<file path="config.mk">
export PLATFORM = sky130hd
export DESIGN_NAME = countdown_timer
export DESIGN_NICKNAME = d
export VERILOG_FILES = /design/src/rtl/countdown_timer.sv
export SDC_FILE = /design/constraint.sdc
export NUM_CORES = 1
export LEC_CHECK = 0
export BUFFER_PORTS_ARGS = -buffer_cell sky130_fd_sc_hd__buf_2
export CAP_MARGIN = 20
export CELL_PAD_IN_SITES_DETAIL_PLACEMENT = 1
export CELL_PAD_IN_SITES_GLOBAL_PLACEMENT = 1
export CORE_ASPECT_RATIO = 1.4
export CORE_UTILIZATION = 36
export CTS_BUF_LIST = sky130_fd_sc_hd__clkbuf_8
export DETAILED_ROUTE_END_ITERATION = 7
export PLACE_DENSITY_LB_ADDON = 0.1
export RECOVER_POWER = 50
export SLEW_MARGIN = 20
export SYNTH_ARGS = -nofsm -noshare
export SYNTH_HDL_FRONTEND = slang
export SYNTH_SLANG_ARGS = --single-unit
</file>
<file path="constraint.sdc">
create_clock -name clk -period 1.9 [get_ports clk]
set_input_delay 0.57 -clock clk [delete_from_list [all_inputs] [get_ports clk]]
set_output_delay 0.57 -clock clk [all_outputs]
set_load 0.03 [all_outputs]
</file>
<file path="src/rtl/countdown_timer.sv">
// Loadable down-counting timer: decrements once per prescaler tick, pulses done on expiry.
// Optional macro COUNTDOWN_AUTO_RELOAD_EN adds reload_en for periodic restart from the last load value.
module countdown_timer #(
    parameter int W = 16
) (
    input  logic         clk,
    input  logic         rst_n,
    input  logic         tick,
    input  logic         start,
    input  logic [W-1:0] load_val,
    input  logic         pause,
    input  logic         abort,
`ifdef COUNTDOWN_AUTO_RELOAD_EN
    input  logic         reload_en,
`endif
    output logic [W-1:0] count,
    output logic         busy,
    output logic         done
);

    typedef enum logic [1:0] {
        IDLE   = 2'd0,
        RUN    = 2'd1,
        HOLD   = 2'd2,
        EXPIRE = 2'd3
    } state_e;

    state_e         state_q, state_d;
    logic [W-1:0]   count_q, count_d;
`ifdef COUNTDOWN_AUTO_RELOAD_EN
    logic [W-1:0]   reload_q, reload_d;
`endif

    always_ff @(posedge clk or negedge rst_n) begin
        if (!rst_n) begin
            state_q  <= IDLE;
            count_q  <= '0;
`ifdef COUNTDOWN_AUTO_RELOAD_EN
            reload_q <= '0;
`endif
        end else begin
            state_q  <= state_d;
            count_q  <= count_d;
`ifdef COUNTDOWN_AUTO_RELOAD_EN
            reload_q <= reload_d;
`endif
        end
    end

    always_comb begin
        state_d  = state_q;
        count_d  = count_q;
`ifdef COUNTDOWN_AUTO_RELOAD_EN
        reload_d = reload_q;
`endif
        unique case (state_q)
            IDLE: begin
                if (start) begin
                    count_d = load_val;
`ifdef COUNTDOWN_AUTO_RELOAD_EN
                    reload_d = load_val;
`endif
                    // A zero-length timer still produces its done pulse.
                    state_d = (load_val != '0) ? RUN : EXPIRE;
                end
            end
            RUN: begin
                if (abort) begin
                    count_d = '0;
                    state_d = IDLE;
                end else if (pause) begin
                    state_d = HOLD;
                end else if (tick) begin
                    // RUN is never entered with count==0, so no underflow path exists.
                    if (count_q == W'(1)) begin
                        count_d = '0;
                        state_d = EXPIRE;
                    end else begin
                        count_d = count_q - W'(1);
                    end
                end
            end
            HOLD: begin
                if (abort) begin
                    count_d = '0;
                    state_d = IDLE;
                end else if (!pause) begin
                    state_d = RUN;
                end
            end
            EXPIRE: begin
                state_d = IDLE;
                count_d = '0;
`ifdef COUNTDOWN_AUTO_RELOAD_EN
                if (!abort && reload_en && (reload_q != '0)) begin
                    count_d = reload_q;
                    state_d = RUN;
                end
`endif
            end
            default: begin
                state_d = IDLE;
                count_d = '0;
            end
        endcase
    end

    assign count = count_q;
    assign busy  = (state_q == RUN) || (state_q == HOLD);
    assign done  = (state_q == EXPIRE);

endmodule
</file>
==> reports/results.txt <==
Synth Area in Adders -> 0.0513
Slowest CP cell -> dfrtp_1
Fin nets -> 252
First-pass GRT wire length -> 8490 microns
Mux cell area share after synthesis -> 0.0282
RSZ-0062 raised after global routing -> true
Worst Path Max Fanout -> 4
Pint -> 1770 uW
Register area -> 450 sq um
Clock Tree Buf Depth -> 2
Register bit total from synthesis -> 18
Crit. End Element -> register
Synth top area cells -> dfrtp_1 31%, a32oi_1 6.0%, ha_1 5.1%
Worst EP arrival -> 2030 ps
Post-synthesis sequential area ratio -> 0.308
Drt total wl -> 5340 microns
DR vias -> 1648
Combinational share of power -> 0.715
Die Wd -> 55.9 microns
FP Rows -> 27
Hold crit path type -> in -> async
Max VDD drop -> 1.22 mV
Clock Latency Late Sink -> 260 ps
Largest family of logic cells by synthesized area -> simple AND/OR/NAND/NOR gates
Initial antenna violation count -> 0
Period Utilization, post-route -> 0.979
CTS sink cnt -> 18
Sequential share of power -> 0.210
Post-Synth Simple-Gate Area -> 0.287
Post-route insts no fill -> 265
Share of cells above drive strength 1 -> 0.369
Clk slew on worst S/H paths -> 70 ps
Post-Synthesis Cells -> 163
Cts hold-fix bufs -> 0
Top_reg_cell synth -> dfrtp_1
Post-Synth XOR/XNOR Area -> 0
Worst EP required -> 2070 ps
CTS tree -> built
Core Area -> 3920 sq um
GRT overflow -> 0
Top-area cell type share of the netlist area -> 0.308
Largest net degree at the start of global routing -> 26
CP Cell Sequence -> ha_2, nor2b_1, a221o_1, or3_1, o211ai_1
Sw power -> 1960 uW
Leakage power total -> 0.000850 uW
Max Clock Skew -> 4.28 ps
Buffers added on ports -> 39
Least-Margin Pin Slew -> 1130 ps
CTS root buf -> clkbuf_8
Largest area contributor in the netlist -> dfrtp_1
Multi-input logic area -> 955 sq um
EDFF count, synth -> 0
Initial Util -> 0.373
Startpoint Class -> register
Max Fclk -> 0.538 GHz
Status -> finished clean
Die ar. -> 4330 sq um
Fin. Hold Viols -> 0
Complex-gate fraction of the synthesized area -> 0.248
Synth Cell Area -> 1460 sq um
Synth cell types -> 45
Most common cell after layout, fill and taps aside -> buf_2
Fillers -> 485
Max-Cap Viols -> 0
Final core utilization -> 0.504
Final RePlAce weighted congestion -> 0.832
# IOs -> 40
Area Growth Syn to Fin -> 34.9%
Tot Pwr -> 3730 uW
Slew HR -> 0.248
H-tree levels -> 1
Detail Route Antenna Nets -> 0
Placed Cells -> 258
Clock Power Share -> 0.075
Routed WL per cell -> 20.1 microns
Fraction of registers with async set/reset -> 1.00
DR vias/cell -> 6.22
Residual DRC -> 0
Pwr per Cell Area -> 1890 nW/um^2
Sw Share -> 0.526
Antenna cells -> 0
Setup-failing EPs final -> 0
Die height -> 77.4 microns
Starting DRT DRC Count -> 39
Slowest Stage Delay on Critical Path -> 430 ps
Slew Limit Fails -> 0
Most frequent cells in the layout -> 32 x buf_2, 23 x buf_4, 18 x dfrtp_1
DRT Pass-1 Iters -> 7
Syn_nets -> 191
Critical path type -> reg -> reg
Setup WS pre-CTS -> -56.8 ps
Tmin final -> 1860 ps
Post-Synthesis Mean Instance Area -> 8.97 sq um
DP HPWL -> 4120 microns
PnR worst setup slack -> 40.7 ps
Syn. warnings -> 0
Number of global-route vias before repair -> 1704
Tot GR Track Use -> 0.254
TritonCTS buffer count -> 3
-- routing by layer --
| layer | global-route usage | routed length (microns) | vias to the layer above |
|---|---|---|---|
| met4 | 0.102 | 163 | 0 |
| met1 | 0.277 | 2110 | 825 |
| met3 | 0.0283 | 214 | 13 |
| met5 | 0 | 0 | - |
| li1 | - | - | 758 |
| met2 | 0.490 | 2850 | 52 |
-- worst max-delay path, delay by kind of cell (launching register included) --
| kind | cells | cell delay, ps |
|---|---|---|
| AND/OR/NAND/NOR | 2 | 510 |
| flip-flops | 1 | 430 |
| adder cells (fa/ha/maj) | 1 | 240 |
| AO/OA/AOI/OAI | 2 | 590 |
-- layout make-up --
type,count,area share
inverter,16,0.0304
clock buffer,3,0.0209
tap,43,0.0273
multi-input combinational,119,0.484
sequential,18,0.228
timing repair buffer,66,0.209
-- sequential cells by signal (all words and copies together), names as in the netlist --
name / flops
count: 16
state_q: 2
-- cells in the mapped netlist (all sizes together) (3+ instances only) --
cell type	n
a21oi	3
a31oi	9
a32oi	10
and2	5
buf	3
clkbuf	7
dfrtp	18
ha	6
inv	16
mux2i	3
nand2	6
nand3	7
nand4	5
nor2	4
nor3	7
nor3b	3
nor4	10
o221ai	3
o22ai	9
-- path summary, 6_finish.rpt --
kind / from / to / slack (ps) / depth (start not counted)
max in group asynchronous: rst_n / state_q[0] / 720 / 1
max reg2reg: state_q[0] / count[13] / 40 / 5
min reg2reg: count[15] / count[15] / 580 / 2
max: state_q[0] / count[13] / 40 / 5
min in group clk: count[15] / count[15] / 580 / 2
min: rst_n / count[12] / 500 / 1
-- power groups by stage --
stage          Sequential [uW]  Clock (uW)  Combinational (uW)
6_report                   782         281                2670
3_5_place_dp               783           0                2510
5_1_grt                    806         303                2850
2_1_floorplan             1070           0                1280
3_3_place_gp               764           0                2420
4_1_cts                    778         291                2560
-- cell families after synthesis --
logic type               Yosys count
AND/OR/NAND/NOR                   61
AO/OA/AOI/OAI                     48
buffers and inverters             26
flip-flops                        18
adder cells (fa/ha/maj)            6
multiplexers                       4
-- per-stage QoR --
stage	instance area (sq um)	hold WS, ps	setup TNS (ps)
finish	1970	504	0
global route	1970	588	-99.2
CTS	1920	264	0
detailed placement	1850	550	-99.1
global placement	1850	540	0
floorplan	1470	274	-25.9
-- timing repair --
| item | 4_1_cts | 5_1_grt |
|---|---|---|
| cloned | 0 | 0 |
| pin swaps | 2 | 2 |
| setup buffers | 1 | 3 |
| setup endpoints to repair | 4 | 14 |
| resized for setup | 4 | 10 |
No activity file was read; power rests on OpenSTA's default activity.
